==> config.mk <==
export PLATFORM = sky130hd
export DESIGN_NAME = mppt_po_controller
export DESIGN_NICKNAME = d
export VERILOG_FILES = /design/src/rtl/mppt_po_controller.sv
export SDC_FILE = /design/constraint.sdc
export NUM_CORES = 1
export LEC_CHECK = 0
export CAP_MARGIN = 25
export CORE_AREA = 3 3 131 133
export DETAILED_ROUTE_END_ITERATION = 8
export DIE_AREA = 0 0 134 136
export MAX_ROUTING_LAYER = met4
export PLACE_DENSITY = 0.51
export SLEW_MARGIN = 20
export SYNTH_ARGS = -nofsm -noshare
export SYNTH_HDL_FRONTEND = slang
export SYNTH_SLANG_ARGS = --single-unit
==> constraint.sdc <==
create_clock -name clk -period 5.5 [get_ports clk]
set_input_delay 0.825 -clock clk [delete_from_list [all_inputs] [get_ports clk]]
set_output_delay 0.825 -clock clk [all_outputs]
set_load 0.005 [all_outputs]
==> src/rtl/mppt_po_controller.sv <==
// mppt_po_controller: perturb-and-observe MPPT duty-cycle tracker over a valid/ready sample stream.
// Optional adaptive step size is enabled by defining MPPT_ADAPTIVE_STEP_EN.
module mppt_po_controller #(
  parameter logic [7:0] DUTY_INIT = 8'd128,
  parameter logic [7:0] DUTY_MIN = 8'd16,
  parameter logic [7:0] DUTY_MAX = 8'd240,
  parameter logic [7:0] STEP = 8'd4,
  parameter int SETTLE_CYCLES = 64
) (
  input  logic       clk,
  input  logic       rst_n,
  input  logic       ena,
  input  logic [7:0] v_sample,
  input  logic [7:0] i_sample,
  input  logic       sample_valid,
  output logic       sample_ready,
  output logic [7:0] duty,
  output logic       duty_update,
  output logic       dir,
  output logic       busy
);
  localparam logic [2:0] IDLE = 3'd0, SETTLE = 3'd1, ACQ = 3'd2, CALC = 3'd3, DECIDE = 3'd4;
  localparam logic [7:0] SETTLE_LOAD = 8'(SETTLE_CYCLES - 1);
  logic [2:0] state;
  logic [7:0] cnt, v_q, i_q, step, dn, duty_n;
  logic [15:0] p_now, p_prev;
  logic [8:0] up;
  logic first, eq, lt, do_step, dir_n, hi_clamp, lo_clamp, dir_f;
  assign sample_ready = ena && state == ACQ;
  assign busy = state != IDLE;
  assign eq = p_now == p_prev;
  assign lt = p_now < p_prev;
  assign do_step = first || !eq;
  assign dir_n = (!first && lt) ? ~dir : dir;
  assign up = {1'b0, duty} + {1'b0, step};
  assign dn = duty - step;
  // Compare in 9 bits so an underflowing subtraction still counts as below the floor.
  assign hi_clamp = dir_n && up > {1'b0, DUTY_MAX};
  assign lo_clamp = !dir_n && ({1'b0, duty} < {1'b0, step} + {1'b0, DUTY_MIN});
  assign duty_n = hi_clamp ? DUTY_MAX : lo_clamp ? DUTY_MIN : dir_n ? up[7:0] : dn;
  assign dir_f = hi_clamp ? 1'b0 : lo_clamp ? 1'b1 : dir_n;
  always_ff @(posedge clk or negedge rst_n) begin
    if (!rst_n) begin
      state <= IDLE;
      cnt <= '0;
      v_q <= '0;
      i_q <= '0;
      p_now <= '0;
      p_prev <= '0;
      duty <= DUTY_INIT;
      dir <= 1'b1;
      first <= 1'b1;
      duty_update <= 1'b0;
    end else begin
      duty_update <= 1'b0;
      if (!ena) begin
        state <= IDLE;
        first <= 1'b1;
      end else begin
        case (state)
          IDLE: begin
            state <= SETTLE;
            cnt <= SETTLE_LOAD;
          end
          SETTLE: begin
            if (cnt == 8'd0) state <= ACQ;
            else cnt <= cnt - 8'd1;
          end
          ACQ: begin
            if (sample_valid) begin
              v_q <= v_sample;
              i_q <= i_sample;
              state <= CALC;
            end
          end
          CALC: begin
            p_now <= 16'(v_q) * 16'(i_q);
            state <= DECIDE;
          end
          DECIDE: begin
            p_prev <= p_now;
            first <= 1'b0;
            state <= SETTLE;
            cnt <= SETTLE_LOAD;
            if (do_step) begin
              duty <= duty_n;
              dir <= dir_f;
              duty_update <= duty_n != duty;
            end
          end
          default: state <= IDLE;
        endcase
      end
    end
  end
`ifdef MPPT_ADAPTIVE_STEP_EN
  logic [1:0] run;
  logic [8:0] dbl;
  assign dbl = {step, 1'b0};
  always_ff @(posedge clk or negedge rst_n) begin
    if (!rst_n) begin
      step <= STEP;
      run <= '0;
    end else if (!ena) begin
      run <= '0;
    end else if (state == DECIDE) begin
      if (!first && lt) begin
        step <= (step > 8'd1) ? (step >> 1) : 8'd1;
        run <= '0;
      end else if (first || eq || hi_clamp || lo_clamp) begin
        run <= '0;
      end else if (run == 2'd2) begin
        step <= (dbl > {1'b0, STEP}) ? STEP : dbl[7:0];
        run <= '0;
      end else begin
        run <= run + 2'd1;
      end
    end
  end
`else
  assign step = STEP;
`endif
endmodule

# Yosys cells after proc, flatten, opt, wreduce, memory -nomap -nowiden
# Index checks and enable logic that the tools add are counted.
[totals]
latch_bits = 0
out_inout_bits = 12
ramBits = 0
romBits = 0
wordCells = 64
memories = 0
input_bits = 20
register_bits = 70
[classes]
shift = 0
n_bitwise = 1
mux = 17
n_eq_ne = 10
reduce_logical = 19
n_addsub = 3
div_mod_pow = 0
n_mul = 1
n_lt_le_gt_ge = 3
[op_table]
columns = ["op", "n"]
rows = [
  ["$mux W8", 4],
  ["$eq A16 B16 Y1", 1],
  ["$lt A16 B16 Y1", 1],
  ["$mul A8 B8 Y16", 1],
  ["$pmux W8 S2", 1],
  ["$pmux W3 S4", 1],
  ["$add A8 B3 Y9 const B", 1],
  ["$gt A9 B8 Y1 const B", 1],
  ["$mux W3", 3],
  ["$reduce_and A3 Y1", 3],
  ["$logic_not A8 Y1", 1],
  ["$lt A8 B5 Y1 const B", 1],
  ["$mux W1", 8],
  ["$ne A8 B8 Y1", 1],
  ["$sub A8 B1 Y8 const B", 1],
  ["$sub A8 B3 Y8 const B", 1],
  ["$eq A3 B2 Y1 const B", 2],
  ["$ne A3 B3 Y1 const B", 2],
  ["$reduce_and A2 Y1", 3],
  ["$logic_and A1 B1 Y1", 4],
  ["$eq A3 B1 Y1 const B", 1],
  ["$eq A3 B3 Y1 const B", 1],
  ["$logic_not A1 Y1", 3],
  ["$logic_not A3 Y1", 1],
  ["7 further kinds", 7],
]

# Logic depth before layout (Yosys ltp)
# Gate-level depths: netlist (run 1).
[logic_depth]
word_depth = 11
mapped_depth = 17
depth_no_buf = 17

# Worst setup path after synthesis (run 1)
# OpenSTA, ideal clock, no wires.
[synth_path]
path_type = "register to register"
startpoint = "reg v_q[3]"
endpoint = "reg p_now[12]"
setup_ns = 0.135
n_path_buf = 0
path_stages_with_launch = 18
period_less_slack_ns = 4.077
arrival_ns = 3.942
path_slack_ns = 1.423
required_ns = 5.365
cell_sequence = "dfrtp_1 and2_1 fa_1 inv_1 fa_1 inv_1 fa_1 inv_1 fa_1 inv_1 ha_1 o21ai_0 nand2b_1 a21oi_1 a21oi_1 a21oi_1 xor2_1 o21ai_0"
[synth_between]
elab_chain_cells = 1
[synth_rtl]
columns = ["item", "line_no", "text"]
rows = [
  ["from (decl)", "25", "logic [7:0] cnt, v_q, i_q, step, dn, duty_n;"],
  ["from (signal assigned)", "71", "v_q <= v_sample;"],
  ["$mul A8 B8 Y16", "77", "p_now <= 16'(v_q) * 16'(i_q);"],
  ["to (signal assigned)", "77", ""],
  ["to (decl)", "26", "logic [15:0] p_now, p_prev;"],
]
# No other way between the ends.
# A chain may end at the register's enable or synchronous reset.

# Final worst setup path (run 1)
[layout_path]
startpoint = "reg i_q[4]"
endpoint = "reg p_now[15]"
[layout_between]
elab_chain_cells = 1
[layout_rtl]
columns = ["item", "line_no", "text"]
rows = [
  ["from (decl)", "25", ""],
  ["from (signal assigned)", "72", "i_q <= i_sample;"],
  ["$mul A8 B8 Y16", "77", ""],
]
# No other way between the ends.

==> results.yml, run 1 <==
clock_network:
  cts_root_buffer: "clkbuf_16"
  clk_pin_slew_ns: 0.06
  clock_latency_ns: 0.34
  cts_setup_buffers: 0
  cts_tree: "done"
  numCtsBuffers: 9
  cts_hold_repair.buffers: 0
  clockBufferDepth: 2
  cts_resized: 0
  htree_levels: 3
  numClockSinks: 70
drt:
  wl_met2_um: 5440
  viasPerCell: 4.89
  dr.pass1.iters: 4
  top_layer_used: "met4"
  post_drt_wl_per_cell_um: 13.1
  ant_nets: 0
  postRouteWirelength_um: 11100
  vias: 4163
  drc: 0
  met3_length_um: 413
  routedLengthMet1_um: 5210
  drtIter0Drc: 131
die:
  start_util: 0.350
  placementRows: 46
  core_area_um2: 15900
  dieArea_um2: 18200
  die_h_um: 136
  dieWidth_um: 134
  pin_count: 32
timing:
  max-slew-margin-rel: 0.409
  tightest_slew_ns: 0.884
  fmax_mhz: 227
  final-hold-violation-count: 0
  finalSetupTns_ns: 0
  setup_viol: 0
  finalCritPeriodShare: 0.803
  period_minus_slack_ns: 4.41
  finClkSkew_ns: 0.00901
  drv_slew: 0
  rsz0062_at_grt: "false"
finish:
  final_nets: 744
  register_area_um2: 1760
  layout.cells.non_filler: 851
  final_util: 0.404
  diodes: 0
  nFillCells: 1602
  multi_input_area_um2: 3470
  area_growth_pct: 15.4
  drive_above_1_share: 0.0740
critical_path:
  crit_slowest_cell: "fa_1"
  worst_setup_path_end_kind: "flop"
  required_ns: 5.68
  worstPathArrival_ns: 4.59
  setup.worst_path.start_class: "flop"
  path_class: "flop to flop"
  critPathMaxStageDelay_ns: 0.55
  path_max_fanout: 9
  ff2ff_setup_slack_ns: 1.09
  crit_path_frequent_cell: "fa_1"
  worstPathCellList: "and2_1 -> fa_1 -> fa_1 -> inv_1 -> fa_1 -> fa_1 -> inv_1 -> ha_1 -> o21a_1 -> o21ai_0 -> a211oi_1 -> o22ai_1 -> xnor2_1 -> o21ai_0"
synth:
  synth_commonest_cells: "inv_1, nand2_1, dfrtp_1, ha_1, and2_1"
  synth-seq-cells: 70
  synth_most_common_cell: "inv_1"
  synth_cells: 598
  async_flop_share: 1.00
  synth_area_leader_cell: "dfrtp_1"
  yosysSeqAreaShare: 0.314
  ys_types: 56
  syn_area_per_cell_um2: 9.34
  synthesis.nets: 711
  synth_area_um2: 5590
  synthFlopType: "dfrtp_1"
  yosysWarnings: 0
  synth-edff-count: 0
  yosysTopAreaCellShare: 0.300
  yosys-top-cells-area: "dfrtp_1, fa_1, ha_1, inv_1, and2_1"
grt:
  grt_max_degree: 71
  grt_pass1_wl_um: 19900
  grt_pass1_vias: 4198
  gr-total-overflow: 0
  grt_util_all_layers: 0.137
  antenna_found_initial: 0
power:
  p_per_area_nw_per_um2: 177
  ir_worst_vdd_v: 0.000134
  p_int_w: 0.000889
  pwr-share-comb: 0.036
  seq_power_share: 0.461
  power.switching_w: 0.000250
  p_leak_nw: 3.20
  swShare: 0.220
  clkPwrFrac: 0.503
place:
  place_inst: 835
  dp_hpwl_um: 8580
  gp_routability_congestion: 0.849
  numPortBuffers: 31
min_path:
  hold_class: "primary input to asynchronous set/reset pin"
job:
  drv_cap: 0
run_status:
  outcome: "finished clean"
## flip-flops by register name, summed over array words and instances (netlist names)
register     flops
first            1
duty             8
p_prev          16
dir              1
state            3
p_now           16
i_q              8
duty_update      1
v_q              8
cnt              8
## stage by stage
step                      power, W  cell area, µm²  worst slack [ns]  hold slack (ns)
after floorplan           0.000544            5590              1.42            0.462
after global placement    0.000574            6130              1.13            0.492
after detailed placement  0.000575            6130              1.11            0.499
after CTS                  0.00116            6420              1.08            0.516
after global routing       0.00119            6450             0.844            0.464
final                      0.00114            6450              1.09            0.459
## power groups by stage
stage	combinational [W]	clock (W)	sequential, W
6_report	0.0000416	0.000572	0.000525
5_1_grt	0.0000475	0.000621	0.000525
4_1_cts	0.0000408	0.000596	0.000525
3_5_place_dp	0.0000407	0	0.000534
3_3_place_gp	0.0000403	0	0.000534
2_1_floorplan	0.0000123	0	0.000532
## placed cells by master, fill, tap and decap left out, types with 6 or more instances in the layout
cell,count
fa_1,36
ha_1,57
inv_1,83
dfrtp_1,67
clkdlybuf4s50_1,30
xnor2_1,9
nor2_1,19
nand2_1,75
nand3_1,14
and2_1,49
nor3_1,8
xor2_1,6
mux2_2,18
a21oi_1,23
clkbuf_16,9
o21ai_0,37
## path summary, 6_finish.rpt
kind                       startpoint        end  cells after the start
min in group clk             p_now[0]  p_prev[0]                      1
setup reg to reg               i_q[4]  p_now[15]                     14
hold / removal                  rst_n    duty[5]                      2
hold reg to reg              p_now[0]  p_prev[0]                      1
max in group asynchronous       rst_n      first                      3
setup / recovery               i_q[4]  p_now[15]                     14
## per-layer routing
layer,vias up,global-route usage
met2,52,0.222
met4,0,0.0269
met3,5,0.0344
met5,-,-
met1,2038,0.177
li1,2068,-
## worst max-delay path, delay by kind of cell (launching register included)
| family | cells | cell delay (ns) |
|---|---|---|
| flip-flops | 1 | 0.47 |
| adder cells (fa/ha/maj) | 5 | 2.35 |
| AND/OR/NAND/NOR | 1 | 0.22 |
| XOR/XNOR | 1 | 0.16 |
| buffers and inverters | 2 | 0.09 |
| AO/OA/AOI/OAI | 5 | 0.96 |
## cell families (layout without fill, tap and decap cells)
kind of cell	Yosys count	count (layout)	share of synthesized area
flip-flops	70	70	0.314
AO/OA/AOI/OAI	104	104	0.118
buffers and inverters	95	132	0.0638
adder cells (fa/ha/maj)	93	93	0.257
multiplexers	21	21	0.0419
XOR/XNOR	15	15	0.0235
AND/OR/NAND/NOR	200	200	0.182
## layout make-up
| cell class | instances | area share |
|---|---|---|
| clock buffers | 9 | 0.0349 |
| clock inverters | 6 | 0.00970 |
| inverters | 83 | 0.0483 |
| multi-input cells | 433 | 0.539 |
| flip-flops and latches | 70 | 0.272 |
| well taps | 216 | 0.0419 |
| repair buffers | 34 | 0.0539 |
Note: power is estimated with default switching activity, not from simulation.
==> inputs of run 2 (changes only) <==
Settings changed: PLACE_DENSITY 0.51 to 0.53.
Clock period 5.5 ns to 3.9 ns, I/O delays scaled along.
==> results.yml, run 2 (synthesis results as in run 1) <==
timing:
  setup_viol: 4
  whs_ns: 0.228
  period_minus_slack_ns: 3.92
  drv_slew: 0
  setup_slack_ns: -0.0238
  finClkSkew_ns: 0.0101
  fmax_mhz: 255
  final-hold-violation-count: 0
  rsz0062_at_grt: "true"
  max-slew-margin-rel: 0.388
  tightest_slew_ns: 0.916
  finalCritPeriodShare: 1.01
  finalSetupTns_ns: -0.0667
grt:
  grt_pass1_wl_um: 20500
  grt_max_degree: 46
  gr-total-overflow: 0
  grt_util_all_layers: 0.140
  grt_pass1_vias: 4326
  antenna_found_initial: 0
run_status:
  outcome: "complete, but fails checks"
  violations: "setup timing"
power:
  ir_worst_vdd_v: 0.000190
  p_leak_nw: 3.41
  finalPower_w: 0.00158
  seq_power_share: 0.469
  clkPwrFrac: 0.495
  power.switching_w: 0.000366
  p_per_area_nw_per_um2: 227
  swShare: 0.232
  p_int_w: 0.00121
  pwr-share-comb: 0.036
critical_path:
  setup.worst_path.start_class: "flop"
  worst_setup_path_end_kind: "flop"
  ff2ff_setup_slack_ns: -0.02
  startpoint: "i_q[4]"
  path_max_fanout: 6
  critical_path.reg2reg.startpoint: "i_q[4]"
  r2r_cells: 15
  required_ns: 4.08
  path_class: "flop to flop"
  worstPathArrival_ns: 4.11
  worst_r2r_endpoint: "p_now[15]"
clock_network:
  cts_hold_repair.buffers: 0
  numClockSinks: 70
  clk_pin_slew_ns: 0.06
  cts_tree: "done"
  clock_latency_ns: 0.34
  cts_root_buffer: "clkbuf_16"
  numCtsBuffers: 9
  htree_levels: 3
  clockBufferDepth: 2
finish:
  area_growth_pct: 24.5
  drive_above_1_share: 0.206
  diodes: 0
  final_nets: 786
  final_util: 0.436
  layout_commonest_cell: "inv_1"
  largestRegisters: "p_now: 16 flops, p_prev: 16 flops"
  final_cell_mix: "inv_1, nand2_1, dfrtp_1"
die:
  core_area_um2: 15900
  die_h_um: 136
  start_util: 0.350
  pin_count: 32
  dieArea_um2: 18200
  placementRows: 46
  dieWidth_um: 134
place:
  gp_routability_congestion: 0.848
  dp_hpwl_um: 9100
  numPortBuffers: 31
drt:
  post_drt_wl_per_cell_um: 13.0
  viasPerCell: 4.77
  postRouteWirelength_um: 11600
  ant_nets: 0
  drtIter0Drc: 191
  drc: 0
  vias: 4265
  dr.pass1.iters: 4
job:
  drv_cap: 0
min_path:
  hold_class: "primary input to asynchronous set/reset pin"
-- run 2: final cells by class --
class,count,area [µm²]
Timing Repair Buffer,76,653
Sequential cell,70,1770
Multi-Input combinational cell,433,3670
Inverter,83,312
Tap cell,216,270
Fill cell,1570,8990
Clock inverter,6,46.3
Clock buffer,10,239
-- run 2: worst max-delay path by stage --
| stage | end | cells after the start |
|---|---|---|
| 6_report | p_now[15] | 15 |
| 5_1_grt | p_now[13] | 15 |
| 4_1_cts | p_now[15] | 15 |
| 3_5_place_dp | p_now[15] | 14 |
| 3_3_place_gp | p_now[15] | 14 |
| 2_1_floorplan | p_now[12] | 17 |
-- run 2: routing by layer --
metal  wire [µm]  part of all wire  track usage
met1        5290              0.46        0.173
met4         105            0.0091       0.0303
met2        5860              0.51        0.239
met3         341             0.029       0.0307
met5           0                 0            -
-- run 2: metrics by stage --
| step | setup slack [ns] | instance area [µm²] | instances |
|---|---|---|---|
| final | -0.0238 | 6950 | 894 |
| after CTS | -0.0733 | 6880 | 892 |
| after floorplan | -0.0187 | 5640 | 598 |
| after global placement | -0.165 | 6450 | 871 |
| after detailed placement | -0.219 | 6450 | 871 |
| after global routing | -0.198 | 6950 | 894 |
-- run 2: power groups by stage --
stage / clock (W) / sequential [W] / combinational (W)
2_1_floorplan: 0 / 0.000750 / 0.0000174
3_3_place_gp: 0 / 0.000752 / 0.0000569
3_5_place_dp: 0 / 0.000752 / 0.0000585
4_1_cts: 0.000812 / 0.000739 / 0.0000588
5_1_grt: 0.000843 / 0.000740 / 0.0000656
6_report: 0.000781 / 0.000739 / 0.0000569
-- run 2: repair_timing --
| item | in CTS | in global routing |
|---|---|---|
| setup endpoints to repair | 8 | 8 |
| gates resized for setup | 38 | 16 |
| pin swaps | 37 | 19 |
| cloned | 0 | 0 |
| setup buffers | 5 | 2 |
-- run 2: worst max-delay path, cell delays in order, from the launching register on --
cell and delay [ns]:
dfrtp_2 0.44, and2_4 0.17, fa_1 0.52, inv_1 0.05
fa_1 0.51, inv_2 0.04, fa_1 0.49, inv_2 0.04
fa_1 0.49, inv_2 0.05, ha_4 0.27, o21ai_2 0.06
a211oi_2 0.32, o22ai_2 0.12, xnor2_1 0.14, o21ai_1 0.07
==> inputs of run 3 (changes only) <==
Settings changed: GPL_ROUTABILITY_DRIVEN from default to 0.
==> results of run 3 <==
The final DEF is identical to that of run 2; final timing and power are the same.
